## config.mk

```make
export PLATFORM = sky130hd
export DESIGN_NAME = if_fetch_unit
export DESIGN_NICKNAME = d
export VERILOG_FILES = /design/src/rtl/cpu_pkg.sv /design/src/rtl/if_id_reg.sv /design/src/rtl/if_fetch_unit.sv
export SDC_FILE = /design/constraint.sdc
export NUM_CORES = 1
export LEC_CHECK = 0
export CAP_MARGIN = 20
export CORE_ASPECT_RATIO = 0.75
export CORE_MARGIN = 2
export CORE_UTILIZATION = 30
export CTS_CLUSTER_SIZE = 28
export DETAILED_ROUTE_END_ITERATION = 6
export PLACE_DENSITY = 0.59
export SLEW_MARGIN = 15
export SYNTH_ARGS = -nofsm -noshare
export SYNTH_HDL_FRONTEND = slang
export SYNTH_SLANG_ARGS = --single-unit
```

## constraint.sdc

```tcl
create_clock -name clk -period 6.5 [get_ports clk]
set_clock_uncertainty 0.15 [all_clocks]
set_input_delay 1.3 -clock clk [delete_from_list [all_inputs] [get_ports clk]]
set_output_delay 1.3 -clock clk [all_outputs]
set_load 0.02 [all_outputs]
```

## src/rtl/cpu_pkg.sv

```systemverilog
`default_nettype none
// ============================================================================
// Module      : cpu_pkg
// Description : Shared constants and state encoding for the 16-bit CPU pipeline.
// Revision    : 1.0 - initial release
// ============================================================================
package cpu_pkg;

    localparam int          WORD_W     = 16;
    localparam logic [15:0] RESET_PC   = 16'h0000;
    localparam logic [15:0] NOP_INSTR  = 16'h0000;
    localparam logic [3:0]  HLT_OPCODE = 4'hF;

    typedef enum logic [0:0] {
        ST_FETCH = 1'b0,
        ST_HALT  = 1'b1
    } fetch_state_e;

endpackage : cpu_pkg
`default_nettype wire

```

## src/rtl/if_id_reg.sv

```systemverilog
`default_nettype none
// ============================================================================
// Module      : if_id_reg
// Description : IF/ID pipeline register with hold, bubble-insert and reset.
// Revision    : 1.0 - initial release
// ============================================================================
module if_id_reg
    import cpu_pkg::*;
#(
    parameter logic [WORD_W-1:0] NOP_INSTR = cpu_pkg::NOP_INSTR
) (
    input  logic              clk,
    input  logic              rst,
    input  logic              hold,
    input  logic              bubble,
    input  logic [WORD_W-1:0] d_instr,
    input  logic [WORD_W-1:0] d_pc_plus1,
    output logic [WORD_W-1:0] instr,
    output logic [WORD_W-1:0] pc_plus1,
    output logic              valid
);

    logic [WORD_W-1:0] r_instr;
    logic [WORD_W-1:0] r_pc_plus1;
    logic              r_valid;

    // Bubble outranks hold so a squash is never lost behind a stall.
    always_ff @(posedge clk) begin
        if (rst) begin
            r_instr    <= NOP_INSTR;
            r_pc_plus1 <= '0;
            r_valid    <= 1'b0;
        end else if (bubble) begin
            r_instr    <= NOP_INSTR;
            r_valid    <= 1'b0;
        end else if (!hold) begin
            r_instr    <= d_instr;
            r_pc_plus1 <= d_pc_plus1;
            r_valid    <= 1'b1;
        end
    end

    assign instr    = r_instr;
    assign pc_plus1 = r_pc_plus1;
    assign valid    = r_valid;

endmodule : if_id_reg
`default_nettype wire

```

## src/rtl/if_fetch_unit.sv

```systemverilog
`default_nettype none
// ============================================================================
// Module      : if_fetch_unit
// Description : Instruction-fetch stage: PC, IM interface, IF/ID capture,
//               stall/flush handling and HLT detection.
//               Optional macro IF_PERF_CNT_EN adds fetch/stall counters.
// Revision    : 1.0 - initial release
// ============================================================================
module if_fetch_unit
    import cpu_pkg::*;
#(
    parameter logic [WORD_W-1:0] RESET_PC   = cpu_pkg::RESET_PC,
    parameter logic [WORD_W-1:0] NOP_INSTR  = cpu_pkg::NOP_INSTR,
    parameter logic [3:0]        HLT_OPCODE = cpu_pkg::HLT_OPCODE
) (
    input  logic              clk,
    input  logic              rst,
    input  logic              stall,
    input  logic              flush,
    input  logic [WORD_W-1:0] branch_tgt,
    input  logic [WORD_W-1:0] im_instr,
    output logic [WORD_W-1:0] im_addr,
    output logic              im_rd_en,
    output logic [WORD_W-1:0] instr_IF_ID,
    output logic [WORD_W-1:0] pc_plus1_IF_ID,
    output logic              valid_IF_ID,
`ifdef IF_PERF_CNT_EN
    output logic [31:0]       fetch_cnt,
    output logic [31:0]       stall_cnt,
`endif
    output logic              hlt_fetched
);

    fetch_state_e      r_state;
    logic [WORD_W-1:0] r_pc;
    logic [WORD_W-1:0] w_pc_plus1;
    logic              w_normal;
    logic              w_hlt_in;
    logic              w_bubble;

    assign w_pc_plus1 = r_pc + 16'd1;
    assign w_hlt_in   = (im_instr[15:12] == HLT_OPCODE);
    assign w_normal   = (r_state == ST_FETCH) && !stall && !flush;
    // In HALT the stage drains: the HLT leaves IF/ID after one cycle.
    assign w_bubble   = flush || ((r_state == ST_HALT) && !stall);

    always_ff @(posedge clk) begin
        if (rst) begin
            r_pc    <= RESET_PC;
            r_state <= ST_FETCH;
        end else if (flush) begin
            r_pc    <= branch_tgt;
            r_state <= ST_FETCH;
        end else if (w_normal) begin
            if (w_hlt_in) begin
                r_state <= ST_HALT;
            end else begin
                r_pc    <= w_pc_plus1;
            end
        end
    end

    if_id_reg #(
        .NOP_INSTR (NOP_INSTR)
    ) u_if_id_reg (
        .clk        (clk),
        .rst        (rst),
        .hold       (stall),
        .bubble     (w_bubble),
        .d_instr    (im_instr),
        .d_pc_plus1 (w_pc_plus1),
        .instr      (instr_IF_ID),
        .pc_plus1   (pc_plus1_IF_ID),
        .valid      (valid_IF_ID)
    );

    assign im_addr     = r_pc;
    assign im_rd_en    = (r_state == ST_FETCH) && !stall && !rst;
    assign hlt_fetched = valid_IF_ID && (instr_IF_ID[15:12] == HLT_OPCODE);

`ifdef IF_PERF_CNT_EN
    logic [31:0] r_fetch_cnt;
    logic [31:0] r_stall_cnt;

    always_ff @(posedge clk) begin
        if (rst) begin
            r_fetch_cnt <= '0;
            r_stall_cnt <= '0;
        end else begin
            if (w_normal && (r_fetch_cnt != 32'hFFFF_FFFF)) begin
                r_fetch_cnt <= r_fetch_cnt + 32'd1;
            end
            if ((r_state == ST_FETCH) && stall && !flush && (r_stall_cnt != 32'hFFFF_FFFF)) begin
                r_stall_cnt <= r_stall_cnt + 32'd1;
            end
        end
    end

    assign fetch_cnt = r_fetch_cnt;
    assign stall_cnt = r_stall_cnt;
`endif

endmodule : if_fetch_unit
`default_nettype wire

```

==> summary.txt, run 1 <==
Mapped Area = 2335 um^2
Antenna Nets Post-Route = 0
Worst Path Max Fanout = 21
Root Buffer = clkbuf_8
Initial antenna violation count = 0
Hpwl dp = 4803 um
Global route overflow = 0
Lkg Pwr = 1.131 nW
Delay-heaviest family, CP = buffers and inverters
Num Clock Sinks = 50
Slowest cell on the critical path = clkdlybuf4s50_1
Register area share after synthesis = 42.87%
Vias in the first global route = 1,977
Most frequent cells in the layout = clkdlybuf4s50_1, nor2_1, dfxtp_1
Post-DR wirelength/cell = 14.73 um
Hold slack = 330.7 ps
Total Neg Setup Slack = 0 ps
Largest net degree at the start of global routing = 36
Die X = 105.9 um
Setup crit end kind = output pin
Tmin final = 4549 ps
RR Startpoint = im_addr[2]
Hold Crit Depth = 2
Yosys warning total = 0
Remaining DRCs = 0
H-tree depth = 2
Status = finished, final reports clean
Post-CTS repair timing setup buffer count = 0
Iteration count of the initial detailed-routing pass = 4
Crit path launch = stall
Pwr dens = 202.8 nW/um^2
Post-synth top flop = dfxtp_1
Buf+Inv Stages, Crit Path = 3
Die area = 8512 um^2
ANT cells = 0
Synth Instances = 265
Top cells by area, synth = dfxtp_1, nor2_1, mux2i_1
GRT Util Overall = 15.60%
RSZ-0062 raised after global routing = false
Critical R2R Capture = im_addr[15]
Syn nets = 302
Yosys top cell area share = 42.87%
Tcrit/Tclk final = 69.98%
Clk_lat worst skew = 310 ps
Placed cell areas = 3239 um^2
Startpoint types = input port
Crit-path cells = clkdlybuf4s50_1 -> buf_4 -> or2_2 -> nor2_1 -> clkdlybuf4s50_1
Ys async rst share = 0%
Max-Cap Viols = 0
Metal2 WL = 2819 um
Wl on met1 = 3351 um
Peak Freq = 219.9 MHz
Uppermost layer routed = met4
Maximum vdd drop = 0.0001064 V
Cell area after layout = 3339 um^2
Via Count = 2,199
Die height = 80.40 um
Syn_area_per_cell = 8.810 um^2
CP required = 5050 ps
I/O Buffers = 86
Nets@finish = 378
Hold_buf cts = 0
CTS tree = yes
Std-Cell Rows = 27
Initial Utilization = 31.41%
Vias per cell = 4.964
Post-Place Worst Slack = 1963 ps
First-pass GRT wire length = 10,470 um
Commonest non-fill, non-tap cell in the layout = clkdlybuf4s50_1
Placeable Area = 7432 um^2
HP Class = reg -> reg
Yosys top cell by area = dfxtp_1
Final Hold Vio Count = 0
Crit path DAT = 3100 ps
Synth cell types = 37
# IOs = 87
Final Max Tran Viols = 0
R2r worst-path depth = 4
Power Total = 0.6772 mW
Area Growth Syn to Fin = 43.03%
CTS resizes = 0
Kind of critical path = in -> out
CTS buffer count = 5
Worst Hold Launch = u_if_id_reg.valid
Total wire length = 6525 um
Routed wl met3 = 298 um
Most frequent CP cell = clkdlybuf4s50_1
Slew at the pin closest to its max-slew limit = 662.5 ps
Crit path to = im_rd_en
Clock slew at reported path FFs = 90 ps
Reg2reg setup slack = 4090 ps
Iteration-0 DRC Markers = 82
Max_slew headroom = 55.73%
Share of layout cells above drive strength 1 = 5.263%
Final setup viols = 0
Worst path depth = 5
Worst Setup Slack, final = 1951 ps
Worst path max stage delay = 640 ps
CTS max path bufs = 2
Placer congestion estimate = 0.7715
Yosys reg bits = 50
Post-synth EDFFs = 0
==> Yosys cell counts (2+ instances only) <==
| cell | instances |
|---|---|
| a21oi_1 | 4 |
| xnor2_1 | 13 |
| nand2_1 | 11 |
| mux2i_1 | 16 |
| nor3_1 | 3 |
| o21ai_0 | 6 |
| or3_2 | 2 |
| clkbuf_1 | 11 |
| xor2_1 | 5 |
| and4_1 | 2 |
| a31oi_1 | 2 |
| nand4_1 | 8 |
| a311oi_1 | 9 |
| nor4_1 | 5 |
| buf_6 | 2 |
| dfxtp_1 | 50 |
| buf_4 | 4 |
| a211oi_1 | 18 |
| inv_1 | 5 |
| and2_1 | 3 |
| nand3_1 | 10 |
| or4_1 | 5 |
| nor2_1 | 52 |
| o31ai_1 | 6 |
==> how the worst min path moves through the flow <==
stage	end	slack, ps
floorplan	r_state	400
CTS	u_if_id_reg.valid	330
finish	u_if_id_reg.valid	330
global placement	u_if_id_reg.valid	310
global route	u_if_id_reg.pc_plus1[4]	370
detailed placement	u_if_id_reg.valid	320
==> kinds of logic (layout without fill, tap and decap cells) <==
logic type                 Yosys count  in the layout  share of synthesized area (%)
and+or+nand+nor                    106            106                          22.62
DFF                                 50             50                          42.87
AOI/OAI and AO/OA                   48             48                          14.63
buffers and inverters               26            103                          5.734
xor gates and xnor gates            18             18                          6.752
muxes                               16             16                          6.859
adders and majority gates            1              1                         0.5358
==> routing by layer <==
metal	GRT usage, %	vias to the layer above
met5	0	-
met4	3.947	0
met3	3.166	5
met2	23.55	58
met1	22.56	1022
li1	-	1114
==> per-stage QoR <==
step | utilization [%] | cells
global placement | 43.43 | 434
global route | 44.93 | 443
finish | 44.93 | 443
floorplan | - | 265
detailed placement | 43.59 | 435
CTS | 44.87 | 443
==> registers in the layout, summed over array words and instances, names as in the netlist <==
signal	cells
im_addr	16
u_if_id_reg.instr	16
u_if_id_reg.pc_plus1	16
r_state	1
u_if_id_reg.valid	1
==> layout make-up <==
class / count / area (um^2)
fill: 754 / 4093
multi-input combinational: 189 / 1207
sequential: 50 / 1001
timing repair buffer: 89 / 887.1
tap: 101 / 126.4
clock buffer: 7 / 86.33
inverter: 6 / 22.52
clock inverter: 1 / 8.758
==> power breakdown <==
part / switching [mW] / leakage [nW] / internal (mW)
registers: 0.0212 / 0.411 / 0.323
clock network: 0.108 / 0.0489 / 0.0883
logic: 0.0669 / 0.670 / 0.0694
==> worst reg2reg max path, cell delays in order (launching register included) <==
cell      delay (ps)
dfxtp_1          580
nand4_4          230
or4_4            620
or4_1            480
a311oi_1         260
No activity file was read; power rests on OpenSTA's default activity.
==> run 2, diff against run 1 <==
==> constraint.sdc (replaced) <==
create_clock -name clk -period 4.2 [get_ports clk]
set_clock_uncertainty 0.15 [all_clocks]
set_input_delay 0.84 -clock clk [delete_from_list [all_inputs] [get_ports clk]]
set_output_delay 0.84 -clock clk [all_outputs]
set_load 0.02 [all_outputs]
==> run 2 against run 1 <==
Cell count increased by 0.23%; register-to-register slack got worse by 2300 ps; final area down 0.30%; sequential power rose by 55%; critical path depth down 1; die area unchanged; flip-flop and latch count stayed put; highest routed layer unchanged.
==> summary.txt, run 2 (synthesized netlist as in run 1, its figures left out) <==
Status = finished, final reports clean
Remaining DRCs = 0
I/O Buffers = 86
Tcrit/Tclk final = 80.13%
Total wire length = 6476 um
Std-Cell Rows = 27
Pwr dens = 307.3 nW/um^2
Placer congestion estimate = 0.8099
Reg area = 1001 um^2
CP required = 3210 ps
Worst Setup Slack, final = 834.7 ps
Total Neg Setup Slack = 0 ps
Placed cell areas = 3243 um^2
Max_slew headroom = 62.88%
CTS buffer count = 5
Nets@finish = 379
Hpwl dp = 4854 um
Area Growth Syn to Fin = 42.60%
RSZ-0062 raised after global routing = false
CTS max path bufs = 2
Uppermost layer routed = met4
Initial antenna violation count = 0
Post-CTS repair timing setup buffer count = 0
Lkg Pwr = 1.130 nW
Initial Utilization = 31.41%
CTS resizes = 0
Peak Freq = 297.2 MHz
Vias in the first global route = 2,022
Hold Crit Depth = 2
Antenna Nets Post-Route = 0
# IOs = 87
Final setup viols = 0
Max-Cap Viols = 0
Post-DR wirelength/cell = 14.59 um
Commonest non-fill, non-tap cell in the layout = clkdlybuf4s50_1
CTS tree = yes
R2r worst-path depth = 4
Iteration count of the initial detailed-routing pass = 4
Metal2 WL = 2846 um
GRT Util Overall = 15.65%
Slew at the pin closest to its max-slew limit = 553.1 ps
Clk_lat worst skew = 300 ps
Routed wl met3 = 241 um
Die height = 80.40 um
Startpoint types = input port
H-tree depth = 2
Area of the multi-input gates = 1202 um^2
Hold_buf cts = 0
Crit path DAT = 2380 ps
Die X = 105.9 um
Kind of critical path = in -> out
First-pass GRT wire length = 10,510 um
Share of layout cells above drive strength 1 = 5.539%
Wl on met1 = 3350 um
Setup crit end kind = output pin
Iteration-0 DRC Markers = 125
Maximum vdd drop = 0.0001296 V
Via Count = 2,169
Most frequent cells in the layout = clkdlybuf4s50_1, nor2_1, dfxtp_1
Vias per cell = 4.885
Placeable Area = 7432 um^2
Tmin final = 3365 ps
Worst Path Max Fanout = 8
Die area = 8512 um^2
Root Buffer = clkbuf_8
Fillers = 760
Post-Place Worst Slack = 850.7 ps
ANT cells = 0
Global route overflow = 0
Final Max Tran Viols = 0
Num Clock Sinks = 50
Largest net degree at the start of global routing = 35
Cell area after layout = 3329 um^2
HP Class = reg -> reg
Final Hold Vio Count = 0
Clock slew at reported path FFs = 100 ps
[run 2: critical path, cell delays in order]
cell and delay, ps:
clkdlybuf4s50_1 420, or2_2 380, nor2_1 120, clkdlybuf4s50_1 620
[run 2: final timing paths]
check | slack [ps] | from | to
min reg2reg | 340 | u_if_id_reg.pc_plus1[4] | u_if_id_reg.pc_plus1[4]
max reg2reg | 1810 | im_addr[2] | im_addr[15]
max | 830 | stall | im_rd_en
min | 340 | u_if_id_reg.pc_plus1[4] | u_if_id_reg.pc_plus1[4]
[run 2: metal layers]
layer  vias to the layer above  GRT usage, %
li1                       1116             -
met1                      1003         22.67
met2                        48         24.06
met3                         2         2.597
met4                         0         3.947
met5                         -             0
[run 2: layout make-up]
type,instances,share of cell area (%)
well taps,101,3.796
clock inverters,2,0.4134
multi-input cells,189,36.11
flip-flops and latches,50,30.06
repair buffers,90,26.76
inverters,6,0.6764
clock buffers,6,2.180
[run 2: power by group]
group / internal, mW / switching (mW)
clock: 0.118 / 0.162
sequential: 0.500 / 0.0329
combinational: 0.107 / 0.103
[run 2: stage by stage]
step / utilization, % / std cells / total power, mW / hold WS [ps]
floorplan: - / 265 / 0.6498 / 396.8
global placement: 43.54 / 435 / 0.7519 / 315.3
detailed placement: 43.64 / 436 / 0.7542 / 319.2
CTS: 44.80 / 444 / 1.030 / 334.3
global route: 44.80 / 444 / 1.074 / 360.0
finish: 44.80 / 444 / 1.023 / 335.2
==> run 3, diff against run 2 <==
--- a/config.mk
+++ b/config.mk
@@ -11,7 +11,7 @@
 export CORE_UTILIZATION = 30
 export CTS_CLUSTER_SIZE = 28
 export DETAILED_ROUTE_END_ITERATION = 6
-export PLACE_DENSITY = 0.59
+export PLACE_DENSITY = 0.61
 export SLEW_MARGIN = 15
 export SYNTH_ARGS = -nofsm -noshare
 export SYNTH_HDL_FRONTEND = slang
==> constraint.sdc (replaced) <==
create_clock -name clk -period 2.9 [get_ports clk]
set_clock_uncertainty 0.15 [all_clocks]
set_input_delay 0.58 -clock clk [delete_from_list [all_inputs] [get_ports clk]]
set_output_delay 0.58 -clock clk [all_outputs]
set_load 0.02 [all_outputs]
==> run 3 against run 2 <==
Sequential share of layout area is 0.63 points lower; global-route usage is 0.58 points higher; via count is 2.7% higher; routed wire length is 4.5% higher; flip-flop and latch count stayed put; die area stayed put; largest power group unchanged.
==> summary.txt, run 3 (synthesized netlist as in run 1, its figures left out) <==
Reg2reg setup slack = 490 ps
Status = finished, final reports clean
ANT cells = 0
Lkg Pwr = 1.173 nW
Initial Utilization = 31.41%
Slew at the pin closest to its max-slew limit = 479.0 ps
Num Clock Sinks = 50
Startpoint types = input port
Crit path launch = stall
Std-Cell Rows = 27
Area Growth Syn to Fin = 45.66%
Worst Path Max Fanout = 2
Clock slew at reported path FFs = 90 ps
Remaining DRCs = 0
Hold Crit Depth = 2
Pwr dens = 453.3 nW/um^2
Max-Cap Viols = 0
Setup crit end kind = output pin
Share of layout cells above drive strength 1 = 7.714%
Die height = 80.40 um
Largest net degree at the start of global routing = 35
RR Startpoint = im_addr[3]
Root Buffer = clkbuf_8
Vias in the first global route = 2,099
Hpwl dp = 5070 um
Tmin final = 2747 ps
Kind of critical path = in -> out
Nets@finish = 386
Crit path to = im_rd_en
Placeable Area = 7432 um^2
RSZ-0062 raised after global routing = false
Total wire length = 6768 um
CP required = 2170 ps
Final Max Tran Viols = 0
Die area = 8512 um^2
Tcrit/Tclk final = 94.74%
Maximum vdd drop = 0.0001791 V
Placed cell areas = 3296 um^2
Hold_buf cts = 0
Peak Freq = 364.0 MHz
Global route overflow = 0
Placer congestion estimate = 0.8417
Power Total = 1.542 mW
Total Neg Setup Slack = 0 ps
Cell area after layout = 3401 um^2
Clk_lat worst skew = 300 ps
HP Class = reg -> reg
First-pass GRT wire length = 10,980 um
Vias per cell = 4.940
Commonest non-fill, non-tap cell in the layout = clkdlybuf4s50_1
Die X = 105.9 um
CTS buffer count = 5
Post-DR wirelength/cell = 15.01 um
Initial antenna violation count = 0
Antenna Nets Post-Route = 0
# IOs = 87
Final Hold Vio Count = 0
CTS max path bufs = 2
Crit path DAT = 2020 ps
Final setup viols = 0
CTS tree = yes
GRT Util Overall = 16.23%
Critical R2R Capture = im_addr[15]
Iteration-0 DRC Markers = 136
I/O Buffers = 86
H-tree depth = 2
Via Count = 2,228
Iteration count of the initial detailed-routing pass = 4
Most frequent cells in the layout = clkdlybuf4s50_1, nor2_1, dfxtp_1
CTS resizes = 0
Max_slew headroom = 68.02%
R2r worst-path depth = 4
Post-CTS repair timing setup buffer count = 0
run 3: worst min path at each step:
| stage | start | to | slack (ps) |
|---|---|---|---|
| floorplan | r_state | r_state | 400 |
| detailed placement | u_if_id_reg.valid | u_if_id_reg.valid | 310 |
| global placement | u_if_id_reg.valid | u_if_id_reg.valid | 310 |
| CTS | u_if_id_reg.valid | u_if_id_reg.valid | 330 |
| global route | u_if_id_reg.valid | u_if_id_reg.valid | 350 |
| finish | u_if_id_reg.valid | u_if_id_reg.valid | 330 |
run 3: cell type report:
class                           instances  area, um^2
Clock buffer                            7       96.34
Clock inverter                          1       8.758
Fill cell                             749        4031
Inverter                                6       22.52
Multi-Input combinational cell        189        1202
Sequential cell                        50        1001
Tap cell                              101       126.4
Timing Repair Buffer                   97       943.4
run 3: stage by stage:
| step | utilization (%) | hold WS [ps] | setup WS (ps) | instances |
|---|---|---|---|---|
| 2_1_floorplan | - | 396.8 | 632.7 | 265 |
| 3_3_place_gp | 44.34 | 310.4 | 161.2 | 443 |
| 3_5_place_dp | 44.34 | 314.3 | 143.4 | 443 |
| 4_1_cts | 45.76 | 330.7 | 140.9 | 451 |
| 5_1_grt | 45.76 | 345.0 | 64.45 | 451 |
| 6_report | 45.76 | 331.6 | 152.6 | 451 |
run 3: power by group:
group	internal, mW	switching (mW)	total (mW)	leakage (nW)
logic	0.162	0.159	0.322	0.708
clock network	0.219	0.237	0.456	0.0544
registers	0.724	0.0398	0.764	0.411
total	1.11	0.436	1.54	1.17
run 3: layer usage:
| layer | up-vias | global-route usage (%) | wire length [um] |
|---|---|---|---|
| li1 | 1123 | - | - |
| met1 | 1030 | 23.86 | 3299 |
| met2 | 71 | 24.90 | 2941 |
| met3 | 4 | 2.516 | 479 |
| met4 | 0 | 3.553 | 48 |
| met5 | - | 0 | 0 |
run 3: worst max-delay path, stage by stage:
cell             delay, ps
clkdlybuf4s50_1        420
or2_2                  310
nor2_1                  90
clkdlybuf4s50_1        620
